File: config.mk
export PLATFORM = sky130hd
export DESIGN_NAME = decode_queue
export DESIGN_NICKNAME = d
export VERILOG_FILES = /design/src/rtl/decode_queue.sv
export SDC_FILE = /design/constraint.sdc
export NUM_CORES = 1
export LEC_CHECK = 0
export ABC_AREA = 1
export CORE_MARGIN = 2
export CORE_UTILIZATION = 40
export DETAILED_ROUTE_END_ITERATION = 10
export HOLD_SLACK_MARGIN = 0.12
export PLACE_DENSITY_LB_ADDON = 0.15
export SYNTH_ARGS = -nofsm -noshare
export SYNTH_HDL_FRONTEND = slang
export SYNTH_SLANG_ARGS = --single-unit
File: constraint.sdc
create_clock -name clk -period 3.9 [get_ports clk]
set_clock_uncertainty 0.1 [all_clocks]
set_input_delay 0.39 -clock clk [delete_from_list [all_inputs] [get_ports clk]]
set_output_delay 0.39 -clock clk [all_outputs]
set_load 0.02 [all_outputs]
File: src/rtl/decode_queue.sv
// decode_queue
//   Decode-and-buffer stage in front of execute. Raw instruction words are
//   classified by opcode on the way in. Each word is stored in a small FIFO
//   together with its operation type. Entries are presented to execute over
//   a valid/ready handshake, so fetch stalls and execute stalls stay decoupled.
//
// Parameters
//   DEPTH  FIFO entries (power of two, >= 2)
//   CNT_W  width of the saturating unknown-opcode counter
//
// Ports
//   clk          clock, rising edge
//   rst_n        asynchronous active-low reset
//   flush        synchronous queue clear; highest priority
//   in_valid     in_instr is valid
//   in_instr     raw 32-bit instruction word
//   in_ready     queue can accept a word this cycle (registered state only)
//   out_valid    head entry is valid
//   out_ready    execute consumes the head this cycle
//   out_type     head operation type (feeds operation.operation_type)
//   out_instr    head raw instruction word
//   count        occupancy
//   unknown_cnt  saturating count of accepted unknown-opcode words
module decode_queue #(
   parameter int DEPTH = 4,
   parameter int CNT_W = 16
) (
   input  logic                       clk,
   input  logic                       rst_n,
   input  logic                       flush,
   input  logic                       in_valid,
   input  logic [31:0]                in_instr,
   output logic                       in_ready,
   output logic                       out_valid,
   input  logic                       out_ready,
   output logic [1:0]                 out_type,
   output logic [31:0]                out_instr,
   output logic [$clog2(DEPTH):0]     count,
   output logic [CNT_W-1:0]           unknown_cnt
);

   localparam int PTR_W = $clog2(DEPTH);
   localparam logic [PTR_W:0] FULL_CNT = (PTR_W+1)'(DEPTH);

   localparam logic [1:0] OPERATION_ALU     = 2'd0;
   localparam logic [1:0] OPERATION_MEM     = 2'd1;
   localparam logic [1:0] OPERATION_BRANCH  = 2'd2;
   localparam logic [1:0] OPERATION_UNKNOWN = 2'd3;

   function automatic logic [1:0] classify(input logic [6:0] opcode);
      logic [1:0] t;
      case (opcode)
         7'b0110011, 7'b0010011:             t = OPERATION_ALU;
         7'b0000011, 7'b0100011:             t = OPERATION_MEM;
         7'b1100011, 7'b1101111, 7'b1100111: t = OPERATION_BRANCH;
         default:                            t = OPERATION_UNKNOWN;
      endcase
      return t;
   endfunction

   function automatic logic [CNT_W-1:0] sat_inc(input logic [CNT_W-1:0] v);
      return (&v) ? v : v + 1'b1;
   endfunction

   logic [31:0]      instr_mem [DEPTH];
   logic [1:0]       type_mem  [DEPTH];
   logic [PTR_W-1:0] wr_ptr;
   logic [PTR_W-1:0] rd_ptr;
   logic [1:0]       in_type;
   logic             push;
   logic             pop;

   assign in_type   = classify(in_instr[6:0]);
   assign in_ready  = (count < FULL_CNT);
   assign out_valid = (count != '0);
   assign push      = in_valid && in_ready && !flush;
   assign pop       = out_valid && out_ready && !flush;

   assign out_type  = type_mem[rd_ptr];
   assign out_instr = instr_mem[rd_ptr];

   // Storage: data only, never reset.
   always_ff @(posedge clk) begin
      if (push) begin
         instr_mem[wr_ptr] <= in_instr;
         type_mem[wr_ptr]  <= in_type;
      end
   end

   // Control: pointers, occupancy and unknown-opcode counter.
   // Pointers wrap naturally because DEPTH is a power of two.
   always_ff @(posedge clk or negedge rst_n) begin
      if (!rst_n) begin
         wr_ptr      <= '0;
         rd_ptr      <= '0;
         count       <= '0;
         unknown_cnt <= '0;
      end else begin
         if (flush) begin
            wr_ptr <= '0;
            rd_ptr <= '0;
            count  <= '0;
         end else begin
            if (push) wr_ptr <= wr_ptr + 1'b1;
            if (pop)  rd_ptr <= rd_ptr + 1'b1;
            case ({push, pop})
               2'b10:   count <= count + 1'b1;
               2'b01:   count <= count - 1'b1;
               default: count <= count;
            endcase
         end
         // push is already masked by flush, so a flushed word is not counted
         if (push && (in_type == OPERATION_UNKNOWN))
            unknown_cnt <= sat_inc(unknown_cnt);
      end
   end

endmodule

==> run summary, run 1 <==
Sink Count: 159
grt ovf: 0
total track usage: 0.169
Switching Share: 0.295
initial antenna violation count: 0
status: complete, no violations
CTS H-tree lvls: 4
Ys Warns: 0
worst skew pair latency: 0.42 ns
Slew HR: 0.302
leading area contributor after synthesis: edfxtp_1
Post-Place Cells: 852
setup bufs post-CTS: 0
Avg Inst Size Synth: 11.8 um^2
share of cells above drive strength 1: 0.0958
Final ANT Viol Nets: 0
CP Capture Type: output pin
Hold/Removal Path Class: input port to asynchronous set/reset pin
Row Count: 46
Worst-path clk slew: 0.06 ns
net count after synthesis: 604
Final Cycle Share: 0.766
Hold Vio Cnt, Final: 0
total CTS buffers: 17
n_diodes: 0
Pwr Density: 616 nW/um^2
Remaining DRCs: 0
synth top area cells: edfxtp_1, dfrtp_1, o21ai_0, nor2_1, nand2_1
synth cell count leaders: edfxtp_1, nor2_1, nand2_1
RePlAce Congestion: 0.813
Max FO, Critical Path: 18
CTS tree: built
crit path time final: 2.99 ns
Crit path arrival time: 2.50 ns
Clk pwr share: 0.344
EDFF count, synth: 136
port bufs: 91
final WL: 14.2 mm
P_int: 3.66 mW
root buf cell: clkbuf_16
Final #Nets: 698
Primary FF master, synth: edfxtp_1
Setup TNS: 0 ns
I/O pin count: 92
asr flop ratio synth: 0.145
largest net degree at the start of global routing: 70
unrepaired setup endpoints after global routing: no
synthesized cell area: 6600 um^2
sequential share of the synthesized area: 0.706
hold buffers post-CTS: 0
Worst Setup Path Type: flop to output pin
Post-CTS Resized: 0
Final Power: 5.19 mW
via count: 4442
drt pass-1 iters: 4
core box area: 16000 um^2
Req. time, crit path: 3.41 ns
most common cell in the netlist: edfxtp_1
CTS Buffer Depth: 2
sequential power share: 0.395
Mapped Cells: 561
Die Footprint: 17500 um^2
Seq cells post-synth: 159
Slew @ Worst Pin: 1.04 ns
global-route wire length before repair: 23.0 mm
pre-CTS setup slack: 1.32 ns
Max-Cap Viols: 0
crit start category: flop
Via density: 5.02
Lkg Pwr: 3.06 nW
Net Sw Power: 1.53 mW
DPL Wire Length: 8.69 mm
Finished Layout Cells: 884
fmax: 335 MHz
Setup WS post-layout: 0.913 ns
Chip Height: 132 um
max-slew violation count: 0
Die X: 132 um
worst ir drop on vdd: 0.000392 V
synth unique cells: 29
Comb pwr share: 0.260
wire length per cell: 16.1 um
Initial DRC Count: 390
Final setup viols: 0
vias in the first global route: 4452
share of the synthesized area in the top cell type: 0.619
Synth-to-Final Area Change: 27.6%
initial core utilization: 0.412
-- layout make-up --
type                    count  area, um^2
clock buffers              18         429
clock inverters            14         213
fillers                  1402        7580
inverters                  30         114
multi-input cells         347        1740
flip-flops and latches    159        4660
well taps                 216         270
repair buffers            100         991
-- worst paths after layout --
kind / start / endpoint / slack, ns / depth (start not counted)
setup / recovery: rd_ptr[1] / out_instr[24] / 0.91 / 5
hold / removal: rst_n / count[0] / 0.44 / 1
setup reg to reg: count[2] / instr_mem[0][7] / 1.88 / 4
hold reg to reg: unknown_cnt[15] / unknown_cnt[15] / 0.45 / 2
max in group asynchronous: rst_n / rd_ptr[0] / 2.56 / 1
min in group clk: unknown_cnt[15] / unknown_cnt[15] / 0.45 / 2
-- worst max-delay path, stage by stage (launching register included) --
cell             delay, ns
dfrtp_1               0.38
inv_1                 0.40
buf_4                 0.33
o21ai_0               0.14
o22ai_1               0.17
clkdlybuf4s50_1       0.64
-- cell usage in the layout, fill, tap and decap left out, types with 6 or more instances in the layout --
master             n
nor2_1            93
nand4_1            6
edfxtp_1         136
inv_1             23
clkdlybuf4s50_1   91
dfrtp_1           22
clkbuf_16         17
nor2_4             6
inv_2              6
buf_4              8
nand3_1           25
nand2_1           79
o21ai_0           74
o22ai_1           34
-- per-layer routing --
layer	vias up	wire length, um	track usage
met3	15	811	0.0510
met2	118	6990	0.274
met4	0	170	0.0502
met1	2139	6250	0.220
li1	2170	-	-
met5	-	0	0
-- state kept, by name, summed over array words and instances, names as in the netlist --
| signal | flops |
|---|---|
| count | 3 |
| instr_mem | 128 |
| rd_ptr | 2 |
| type_mem | 8 |
| unknown_cnt | 16 |
| wr_ptr | 2 |
-- cells by family after synthesis --
family | count (synthesis) | share of synthesized area
DFF | 159 | 0.706
AOI/OAI and AO/OA | 112 | 0.0914
xor gates and xnor gates | 9 | 0.0119
adders and majority gates | 6 | 0.0125
buffers and inverters | 55 | 0.0347
and+or+nand+nor | 220 | 0.143
-- power by group through the flow --
| stage | Clock, mW | Combinational [mW] | Sequential, mW |
|---|---|---|---|
| floorplan | 0 | 0.714 | 2.11 |
| global placement | 0 | 1.35 | 2.08 |
| detailed placement | 0 | 1.37 | 2.08 |
| CTS | 1.82 | 1.37 | 2.05 |
| global route | 1.88 | 1.47 | 2.06 |
| finish | 1.79 | 1.35 | 2.05 |
-- through the flow --
| step | utilization | hold WS [ns] | area (um^2) |
|---|---|---|---|
| 2_1_floorplan | - | -0.00559 | 6600 |
| 3_3_place_gp | 0.486 | 0.445 | 7770 |
| 3_5_place_dp | 0.486 | 0.442 | 7770 |
| 4_1_cts | 0.526 | 0.461 | 8420 |
| 5_1_grt | 0.526 | 0.488 | 8420 |
| 6_report | 0.526 | 0.437 | 8420 |
No activity file was read; power rests on OpenSTA's default activity.
==> inputs of run 2 (changes only) <==
==> constraint.sdc (replaced) <==
create_clock -name clk -period 3.1 [get_ports clk]
set_clock_uncertainty 0.1 [all_clocks]
set_input_delay 0.31 -clock clk [delete_from_list [all_inputs] [get_ports clk]]
set_output_delay 0.31 -clock clk [all_outputs]
set_load 0.02 [all_outputs]
==> run summary, run 2 (synthesis gave the netlist of run 1 again) <==
Lkg Pwr: 3.03 nW
port bufs: 91
Req. time, crit path: 2.69 ns
setup bufs post-CTS: 0
CTS tree: built
Hold/Removal Path Class: input port to asynchronous set/reset pin
critical path, cell by cell: buf_4 > o21ai_0 > o22ai_1 > clkdlybuf4s50_1
most frequent cells in the layout: edfxtp_1, nor2_1, clkdlybuf4s50_1
Setup TNS: 0 ns
Die Footprint: 17500 um^2
R2R Setup Slk: 1.13 ns
pre-CTS setup slack: 0.621 ns
Critical R2R Launch: count[2]
Final setup viols: 0
Post-Place Cells: 854
crit start category: flop
Worst-path clk slew: 0.06 ns
Slew @ Worst Pin: 0.688 ns
final instance area: 8380 um^2
total track usage: 0.172
share of cells above drive strength 1: 0.0985
Worst Setup Path Type: flop to output pin
final WL: 14.6 mm
Setup WS post-layout: 0.204 ns
Row Count: 46
fmax: 345 MHz
Max-Cap Viols: 0
Final Cycle Share: 0.934
Chip Height: 132 um
most common cell after layout, fill and taps aside: edfxtp_1
CTS H-tree lvls: 4
Crit path arrival time: 2.49 ns
initial core utilization: 0.412
n_diodes: 0
worst ir drop on vdd: 0.000432 V
global-route wire length before repair: 23.2 mm
CP peak stage delay: 0.64 ns
Via density: 5.07
FF-to-FF End: count[2]
unrepaired setup endpoints after global routing: no
worst skew pair latency: 0.43 ns
Final ANT Viol Nets: 0
max reg flops: 128
Synth-to-Final Area Change: 26.9%
initial antenna violation count: 0
root buf cell: clkbuf_16
Reg with most FFs: instr_mem
grt ovf: 0
Sink Count: 159
RePlAce Congestion: 0.788
vias in the first global route: 4532
Initial DRC Count: 347
total CTS buffers: 17
drt pass-1 iters: 4
Max FO, Critical Path: 69
I/O pin count: 92
Post-Place Cell Area: 7790 um^2
via count: 4493
CTS Buffer Depth: 2
Finished Layout Cells: 886
R2R cell count: 9
Final #Nets: 700
crit path time final: 2.90 ns
status: complete, no violations
Hold Vio Cnt, Final: 0
largest net degree at the start of global routing: 70
slowest CP cell: clkdlybuf4s50_1
hold buffers post-CTS: 0
Slew HR: 0.541
Fillers: 1420
Post-CTS Resized: 0
max-slew violation count: 0
core box area: 16000 um^2
wire length per cell: 16.4 um
DPL Wire Length: 8.80 mm
Remaining DRCs: 0
largest registers: instr_mem (128), unknown_cnt (16), type_mem (8)
Die X: 132 um
CP Capture Type: output pin
Pwr Density: 758 nW/um^2
-- run 2: worst max-delay path by stage --
stage | from | slack, ns | cells after the start | endpoint
after detailed placement | rd_ptr[0] | 0.62 | 5 | out_instr[26]
after floorplan | count[2] | 0.34 | 3 | instr_mem[0][0]
after global routing | rd_ptr[0] | 0.05 | 5 | out_instr[22]
after CTS | rd_ptr[0] | 0.15 | 5 | out_instr[26]
final | rd_ptr[0] | 0.20 | 4 | out_instr[6]
after global placement | rd_ptr[0] | 0.65 | 5 | out_instr[26]
-- run 2: area by class of cell --
| type | count | area (um^2) | share of cell area |
|---|---|---|---|
| sequential | 159 | 4660 | 0.556 |
| clock buffer | 18 | 429 | 0.0512 |
| tap | 216 | 270 | 0.0323 |
| clock inverter | 14 | 156 | 0.0187 |
| timing repair buffer | 102 | 1010 | 0.120 |
| inverter | 30 | 114 | 0.0136 |
| multi-input combinational | 347 | 1740 | 0.208 |
-- run 2: per-stage QoR --
step	util	hold slack, ns	total power, mW
CTS	0.523	0.148	6.41
global placement	0.487	0.439	4.31
finish	0.523	0.143	6.35
detailed placement	0.487	0.449	4.34
global route	0.523	0.171	6.65
floorplan	-	-0.0856	3.55
-- run 2: critical path, delay by kind of cell (launching register included) --
kind / cells / cell delay, ns
AO/OA/AOI/OAI: 2 / 0.48
flip-flops: 1 / 0.36
buffers and inverters: 2 / 1.18
-- run 2: routing by layer --
layer / GRT usage / wire (um)
met5: 0 / 0
met3: 0.0494 / 751
met1: 0.213 / 6320
met2: 0.289 / 7300
met4: 0.0621 / 184
-- run 2: power by group --
part           total (mW)  internal [mW]  switching, mW
clock network        2.08           1.20          0.877
logic                1.70          0.685           1.01
registers            2.58           2.48         0.0957
